## config.mk

```make
export PLATFORM = sky130hd
export DESIGN_NAME = mult_seq
export DESIGN_NICKNAME = d
export VERILOG_FILES = /design/src/rtl/mult_seq.sv
export SDC_FILE = /design/constraint.sdc
export NUM_CORES = 1
export LEC_CHECK = 0
export ABC_AREA = 1
export CORE_MARGIN = 2
export CORE_UTILIZATION = 40
export DETAILED_ROUTE_END_ITERATION = 8
export DONT_BUFFER_PORTS = 1
export GPL_ROUTABILITY_DRIVEN = 0
export HOLD_SLACK_MARGIN = 0.15
export PLACE_DENSITY_LB_ADDON = 0.1
export SYNTH_ARGS = -nofsm -noshare
export SYNTH_HDL_FRONTEND = slang
export SYNTH_SLANG_ARGS = --single-unit
```

## constraint.sdc

```tcl
create_clock -name clk -period 2.51 [get_ports clk]
set_clock_uncertainty 0.15 [all_clocks]
set_input_delay 0.3765 -clock clk [delete_from_list [all_inputs] [get_ports clk]]
set_output_delay 0.3765 -clock clk [all_outputs]
set_load 0.02 [all_outputs]
```

## src/rtl/mult_seq.sv

```systemverilog
`default_nettype none
// +--------------------------------------------------------------------------+
// | Module      : mult_seq                                                   |
// | Description : Sequential shift-add multiplier with valid/ready           |
// |               handshakes on both sides. It retires one multiplier bit    |
// |               per cycle, LSB first. It returns the full 2*WIDTH-bit      |
// |               product p and the truncated low half x.                    |
// | Options     : MULT_SIGNED_EN - when defined, sgn selects two's-          |
// |               complement operands for each operation. When undefined,    |
// |               sgn is ignored and every operation is unsigned.            |
// | Revision    : 1.0 - initial release                                      |
// +--------------------------------------------------------------------------+
module mult_seq #(
  parameter int WIDTH = 8
) (
  input  logic               clk,
  input  logic               rst,
  input  logic               in_valid,
  output logic               in_ready,
  input  logic [WIDTH-1:0]   a,
  input  logic [WIDTH-1:0]   b,
  input  logic               sgn,
  output logic               out_valid,
  input  logic               out_ready,
  output logic [2*WIDTH-1:0] p,
  output logic [WIDTH-1:0]   x
);

  localparam int PW    = 2 * WIDTH;
  localparam int CNT_W = $clog2(WIDTH);

  // cnt only has to reach WIDTH-1, so clog2(WIDTH) bits are enough.
  localparam logic [CNT_W-1:0] CNT_LAST = CNT_W'(WIDTH - 1);
  localparam logic [CNT_W-1:0] CNT_ONE  = CNT_W'(1);

  typedef enum logic [1:0] {
    IDLE = 2'd0,
    BUSY = 2'd1,
    DONE = 2'd2
  } state_t;

  state_t           state;
  state_t           state_nxt;

  logic [PW-1:0]    acc;
  logic [PW-1:0]    acc_step;
  logic [PW-1:0]    mcand;
  logic [WIDTH-1:0] mplier;
  logic [CNT_W-1:0] cnt;

  logic             accept;
  logic             last_step;
  logic             ext_bit;

  // True while the bit being retired is the multiplier MSB.
  assign last_step = (cnt == CNT_LAST);

`ifdef MULT_SIGNED_EN
  logic sgn_q;

  // The operand mode is sampled only when an operation is accepted.
  always_ff @(posedge clk) begin
    if (rst) begin
      sgn_q <= 1'b0;
    end else if (accept) begin
      sgn_q <= sgn;
    end
  end

  // A signed multiplicand is sign-extended across the full product width.
  assign ext_bit = sgn & a[WIDTH-1];

  // In signed mode the multiplier MSB weighs -2^(WIDTH-1), so the last partial product is subtracted.
  always_comb begin
    acc_step = acc + mcand;
    if (sgn_q && last_step) begin
      acc_step = acc - mcand;
    end
  end
`else
  // sgn is present on the port for compatibility only.
  logic unused_sgn;
  assign unused_sgn = sgn;

  // In unsigned-only builds the multiplicand is always zero-extended.
  assign ext_bit = 1'b0;

  // In unsigned-only builds every partial product is added.
  always_comb begin
    acc_step = acc + mcand;
  end
`endif

  // State register. Reset returns to IDLE from any state and aborts any operation in flight.
  always_ff @(posedge clk) begin
    if (rst) begin
      state <= IDLE;
    end else begin
      state <= state_nxt;
    end
  end

  // Next-state and handshake decode. in_ready is held low while reset is asserted.
  always_comb begin
    state_nxt = state;
    in_ready  = 1'b0;
    out_valid = 1'b0;
    accept    = 1'b0;
    case (state)
      IDLE: begin
        in_ready = ~rst;
        if (in_valid && !rst) begin
          accept    = 1'b1;
          state_nxt = BUSY;
        end
      end
      BUSY: begin
        if (last_step) begin
          state_nxt = DONE;
        end
      end
      DONE: begin
        out_valid = 1'b1;
        if (out_ready) begin
          state_nxt = IDLE;
        end
      end
      default: begin
        state_nxt = IDLE;
      end
    endcase
  end

  // Datapath: load on acceptance, then shift and accumulate one multiplier bit per BUSY cycle.
  always_ff @(posedge clk) begin
    if (rst) begin
      acc    <= '0;
      mcand  <= '0;
      mplier <= '0;
      cnt    <= '0;
    end else if (accept) begin
      acc    <= '0;
      mcand  <= {{WIDTH{ext_bit}}, a};
      mplier <= b;
      cnt    <= '0;
    end else if (state == BUSY) begin
      if (mplier[0]) begin
        acc <= acc_step;
      end
      mcand  <= mcand << 1;
      mplier <= mplier >> 1;
      cnt    <= cnt + CNT_ONE;
    end
  end

  // The accumulator is frozen outside BUSY, so p and x stay stable throughout DONE.
  assign p = acc;
  assign x = acc[WIDTH-1:0];

endmodule
`default_nettype wire
```

Yosys cells after proc, flatten, opt, wreduce, memory -nomap -nowiden --
Index checks and enable logic that the tools add are counted. W data, S select, Z words.
Operators by class: add/subtract/negate cells 2, equal/unequal tests 6, muxes and demuxes 12, bitwise operators 1, reductions and logical operators 7
Operator list (count):
- $mux W8 | 4
- $add A16 B16 Y16 | 1
- $mux W2 | 3
- $ne A2 B2 Y1 const B | 3
- $pmux W2 S3 | 1
- $mux W1 | 4
- $add A3 B1 Y3 const B | 1
- $eq A3 B3 Y1 const B | 1
- $reduce_and A3 Y1 | 1
- $eq A2 B1 Y1 const B | 1
- $eq A2 B2 Y1 const B | 1
- $logic_not A2 Y1 | 1
- $reduce_and A2 Y1 | 1
- $reduce_bool A2 Y1 | 1
- $reduce_or A2 Y1 | 1
- $logic_and A1 B1 Y1 | 1
- $logic_not A1 Y1 | 1
- $not A1 Y1 | 1
Word-level totals: flip-flop bits (word level) 45, output and inout port bits 26, word-level logic and storage cells 34

Longest topological paths before layout --
Gate-level depths: netlist of the first run.
depth after elaboration 5, mapped depth 12, mapped depth without buffers 12

Least setup slack after synthesis of the first run --
Ideal clock, no wire load.
path type flip-flop to flip-flop, from reg acc[0], in the netlist p[0], to reg acc[12], in the netlist p[12], setup time 0.109 ns, data arrival time 1.617 ns, setup slack 0.634 ns, stages on the path, launching flop included 12, period minus slack after synthesis 1.876 ns, cells stage by stage dfxtp_1 ha_1 fa_1 nand2_1 nand2_1 and2_1 nand3_1 nand3_1 nand2_1 nand3_1 nand2_1 inv_1
On the way: cells in the longest elaborated chain, start to end 1
Ends and longest elaborated chain:
- start: declaration | line 45 | logic [PW-1:0] acc;
- start signal: assignment | line 148 | acc <= acc_step;
- $add A16 B16 Y16 | line 90 | acc_step = acc + mcand;
No other way between the ends. A chain may end at the register's enable or synchronous reset.

Worst setup path in the final report of the first run --
from reg acc[1], in the netlist p[1], to reg acc[12], in the netlist p[12]
The elaborated chain is that of the path after synthesis.

==> metrics, run 1 <==
Post-Synth XOR/XNOR Area=0.00940; Max clock buf depth=2; Final Hold Fails=0; Ys Warns=0; maximum VDD drop=226 uV; clock root cell=clkbuf_8; final WL=6190 um; vias in the first global route=2,355; fin crit share=0.805; Syn Inst Count=415; antenna-violating nets left=0; Congestion Overflow GR=0; P&R area growth vs syn=11.3%; maximum clock rate=495 MHz; Initial Util=0.412; register area=901 sq um; Final Critical Period=2020 ps; site row count=30; Worst Tran Pin Value=904 ps; worst-path cell chain=fa_1, nand2_1, nand2_1, and2_1, nand3_1, nand3_1, nand2_1, nand3_1, nand2_1, inv_1; Pleak=1.48 nW; TritonRoute pass-1 iters=4; synth top area cells=dfxtp_1 (32%), nand2_1 (22%), ha_1 (7.6%); Fin Setup TNS=0 ps; maximum number of pins on one net before global-route repair=29; initial DRC count=124; Syn Std Cell Area=0.00280 sq mm; outcome=completed; nets=469; Buf+Inv Stages, Crit Path=1; main combinational cell family by area after synthesis=simple AND/OR/NAND/NOR gates; number of antenna diodes=0; worst reg-to-reg setup slack=490 ps; Crit Path Class=reg -> reg; Total Power=1.43 mW; grt met2 use=0.284; Port Buffer Count=0; DR vias/cell=4.63; met3 usage=0.0283; CP endpoint kind=flop; Compound-Gate Fraction of Synth Area=0.118; Worst EP required=2570 ps; slowest cell delay on critical path=500 ps; grt met1 use=0.243; simple-gate share of the synthesized area=0.332; Total GRT Usage=0.176; CTS tree=done; max_cap viols=0; Die Y=87.6 um; DRC viols=0; # IOs=47; fillers=704; WL per Instance=11.8 um; Seq/Total Area, Yosys=0.322; initial antenna violation count=0; Synth top area share=0.322; Avg Cell Area, Syn=6.74 sq um; slowest CP cell=fa_1; H-Tree Depth=2; worst skew pair latency=300 ps; Reg clk slew, reported paths=90 ps; Core Region=0.00679 sq mm; Synth Area in Adders=0.0832; cell area power density=459 mW/mm^2; Num CTS Buffers=5; Mapped Nets=454; Util after Layout=0.458; CP delay by family, top=simple AND/OR/NAND/NOR gates; Arrival @ worst endpoint=2080 ps; RSZ-0062 raised after global routing=false; synthesized flop and latch total=45; max-slew violations=0; final setup fails=0; Unique masters post-synth=35; die width=87.6 um; first-pass GRT wire length=10,700 um; share of layout cells above drive strength 1=0.0719; Hold/Removal Path Class=reg -> reg; Most Used Layer, Global Route=met2; via count=2,439; Die ar.=0.00768 sq mm; CP max FO=5; cell mode on critical path=nand2_1; # clock sinks=45; cell type with the largest total area after synthesis=dfxtp_1; HPWL after DPL=4520 um; Worst setup SP type=flop; Slew headroom=0.398; post-synthesis mux area share=0; multi-input combinational cell area=0.00152 sq mm
## report_power, final
part	internal [mW]	switching, mW	leakage, nW
clock network	0.197	0.271	0.0374
registers	0.739	0.0241	0.365
logic	0.0751	0.122	1.07
## cell usage after synthesis
cell type	number
a21oi_1	22
a31oi_1	16
and2_1	2
buf_2	1
buf_4	10
buf_6	3
buf_8	1
clkbuf_1	4
clkinv_2	1
dfxtp_1	45
fa_1	1
ha_1	17
inv_1	56
inv_2	3
inv_6	1
nand2_1	162
nand2_2	2
nand2_4	1
nand3_1	23
nand3b_1	2
nand4_1	1
nor2_1	13
nor2_4	1
nor2_8	3
nor3_1	3
o211ai_1	1
o21a_1	9
o21ai_0	1
o21ai_1	1
o21ai_2	2
o221ai_1	1
o31ai_1	1
or2_2	2
xnor2_1	1
xor2_1	2
## final cells by class
class,count,share of cell area
clock buffers,6,0.0233
multi-input cells,290,0.487
repair buffers,27,0.0812
well taps,96,0.0386
clock inverters,2,0.00482
inverters,61,0.0756
flip-flops and latches,45,0.289
## cell families after synthesis
group / Yosys count
xor+xnor: 3
flops: 45
simple gates: 215
buf+inv: 80
compound gates: 54
fa+ha+maj: 18
## placed cells by master (no fill, tap or decap)
master	n
o21a_1	9
o21ai_0	1
nand2_2	2
o21ai_2	2
buf_4	8
inv_1	56
inv_6	1
o31ai_1	1
fa_1	1
nand3b_1	2
nor2_1	13
o21ai_1	1
nand4_1	1
clkbuf_8	5
a31oi_1	16
xor2_1	2
clkbuf_1	1
nand3_1	23
dlygate4sd3_1	18
nand2_1	162
a21oi_1	22
and2_1	2
dlymetal6s4s_1	1
dfxtp_1	45
nor2_8	3
or2_2	2
ha_1	17
o221ai_1	1
xnor2_1	1
nor3_1	3
clkinvlp_4	2
clkinv_2	1
nor2_4	1
nand2_4	1
o211ai_1	1
inv_2	3
## final timing paths
kind               start  endpoint  cells after the start
setup / recovery    p[1]     p[12]                     10
hold / removal    cnt[1]    cnt[1]                      2
setup reg to reg    p[1]     p[12]                     10
hold reg to reg   cnt[1]    cnt[1]                      2
## registers in the layout, summed over array words and instances (netlist names)
signal	cells
cnt	3
mcand	16
mplier	8
p	16
state	2
## tightest hold or removal path, stage by stage, from the launching register on
cell	delay [ps]
dfxtp_1	320
nand2_1	60
a21oi_1	50
## per-stage QoR
| step | setup slack [ps] | area, sq um | cells | hold WS [ps] |
|---|---|---|---|---|
| 6_report | 489 | 3110 | 527 | 318 |
| 4_1_cts | 45.6 | 3110 | 527 | 323 |
| 5_1_grt | 255 | 3110 | 527 | 347 |
| 3_3_place_gp | 506 | 2830 | 500 | 293 |
| 2_1_floorplan | 634 | 2800 | 415 | 289 |
| 3_5_place_dp | 487 | 2830 | 500 | 301 |
## timing repair
item / 4_1_cts / 5_1_grt
gates resized for setup: 0 / 1
setup buffers: 0 / 0
endpoints found under the setup margin: 0 / 14
hold buffers: 19 / 0
hold endpoints to repair: 23 / 0
## per-layer routing
metal,vias up,part of all wire
li1,1324,-
met1,1075,0.51
met2,33,0.45
met3,7,0.026
met4,0,0.013
met5,-,0
(Power assumes the default switching activity.)
==> run 2, diff against run 1 <==
==> constraint.sdc (replaced) <==
create_clock -name clk -period 1.7 [get_ports clk]
set_clock_uncertainty 0.15 [all_clocks]
set_input_delay 0.255 -clock clk [delete_from_list [all_inputs] [get_ports clk]]
set_output_delay 0.255 -clock clk [all_outputs]
set_load 0.02 [all_outputs]
==> run 2 against run 1 <==
Against the previous run: non-clock buffer count grew 24; highest routed layer unchanged; hold slack lost 460 ps; the flow now finishes with violations (negative hold slack, negative setup slack); combinational power grew 69%; clock power grew 48%.
==> metrics, run 2 (synthesized netlist as in run 1, its figures left out) <==
final worst setup slack=-60.4 ps; Total GRT Usage=0.180; register area=917 sq um; max-slew violations=0; initial antenna violation count=0; Total Power=2.15 mW; min-delay src=rst; hold path cells=1; Hold/Removal Path Class=in -> reg; most common cell after layout, fill and taps aside=nand2_1; DRC viols=0; Arrival @ worst endpoint=1820 ps; worst reg-to-reg setup slack=-60 ps; Pleak=1.62 nW; Max clock buf depth=2; Final Hold Fails=18; first-pass GRT wire length=11,100 um; max_cap viols=0; fillers=689; maximum VDD drop=477 uV; vias in the first global route=2,417; most frequent cells in the layout=nand2_1 (149), inv_1 (54), buf_4 (47); DR vias/cell=4.64; Num CTS Buffers=5; multi-input combinational cell area=0.00170 sq mm; Die ar.=0.00768 sq mm; maximum clock rate=568 MHz; CTS tree=done; Reg clk slew, reported paths=100 ps; DP Cell Count=540; Congestion Overflow GR=0; Worst setup SP type=flop; Port Buffer Count=0; die width=87.6 um; Slew headroom=0.716; fin area=0.00349 sq mm; Initial Util=0.412; outcome=complete, but fails checks; Fin Setup TNS=-187 ps; Setup WS pre-CTS=-109 ps; hold worst-path end=mcand[5]; area post-placement=0.00321 sq mm; antenna-violating nets left=0; H-Tree Depth=2; TritonRoute pass-1 iters=4; # IOs=47; clock root cell=clkbuf_8; Final Non-Filler Cells=551; via count=2,559; share of layout cells above drive strength 1=0.259; violated checks=negative hold slack, negative setup slack; initial DRC count=73; Worst EP required=1760 ps; FF-to-FF End=p[14]; final setup fails=4; P&R area growth vs syn=24.8%; RR Startpoint=p[0]; # clock sinks=45; CP max FO=3; RSZ-0062 raised after global routing=true; r2r worst-path depth=12; nets=493; cell area power density=615 mW/mm^2; maximum number of pins on one net before global-route repair=28; Final Critical Period=1760 ps; Core Region=0.00679 sq mm; Util after Layout=0.514; HPWL after DPL=4780 um; fin crit share=1.04; worst skew pair latency=300 ps; WL per Instance=11.7 um; site row count=30; number of antenna diodes=0; Crit Path Class=reg -> reg; CP endpoint kind=flop; final WL=6440 um; Hold Slack=-141 ps; Die Y=87.6 um; Worst Tran Pin Value=424 ps
## run 2: cell types whose count changed in the layout (fill, tap and decap cells not counted), sizes merged
cell          before  now
inv               60   61
buf                8   51
dlymetal6s4s       1    0
clkinvlp           2    1
dlygate4sd3       18    0
## run 2: worst max path at each step
| stage | start | end | depth (start not counted) |
|---|---|---|---|
| 6_report | p[0] | p[14] | 12 |
| 5_1_grt | mcand[0] | p[10] | 12 |
| 4_1_cts | mcand[0] | p[14] | 12 |
| 3_5_place_dp | mcand[0] | p[14] | 12 |
| 3_3_place_gp | mcand[0] | p[14] | 12 |
| 2_1_floorplan | p[0] | p[14] | 12 |
## run 2: cell type report
cell class,count,area share
multi-input cells,290,0.487
inverters,61,0.0674
repair buffers,51,0.124
flip-flops and latches,45,0.263
well taps,96,0.0344
clock inverters,2,0.00394
clock buffers,6,0.0208
## run 2: routing by layer
metal	GRT usage	vias up	share of wire
met3	0.0330	4	0.029
met4	0.0378	0	0.0088
met1	0.254	1146	0.51
li1	-	1378	-
met5	0	-	0
met2	0.289	31	0.45
## run 2: worst max-delay path: stages (launching register included)
cell and delay (ps):
dfxtp_4 360, ha_4 150, fa_2 340, nand2_2 80, nand2_2 50, nand3b_1 110, nand2_2 100, nand2_2 80
nand2_1 50, nand2_1 60, nand3_1 60, nand2_1 60, inv_1 30
## run 2: timing repair
item | CTS | global route
setup buffers | 2 | 1
gates cloned | 0 | 0
pin swaps | 2 | 6
gates resized for setup | 22 | 17
hold endpoints to repair | 36 | 25
setup endpoints to repair | 9 | 13
## run 2: power breakdown
| group | total (mW) | internal (mW) | switching [mW] | leakage [nW] |
|---|---|---|---|---|
| clock | 0.691 | 0.292 | 0.398 | 0.0417 |
| sequential | 1.12 | 1.09 | 0.0315 | 0.370 |
| combinational | 0.333 | 0.145 | 0.188 | 1.21 |
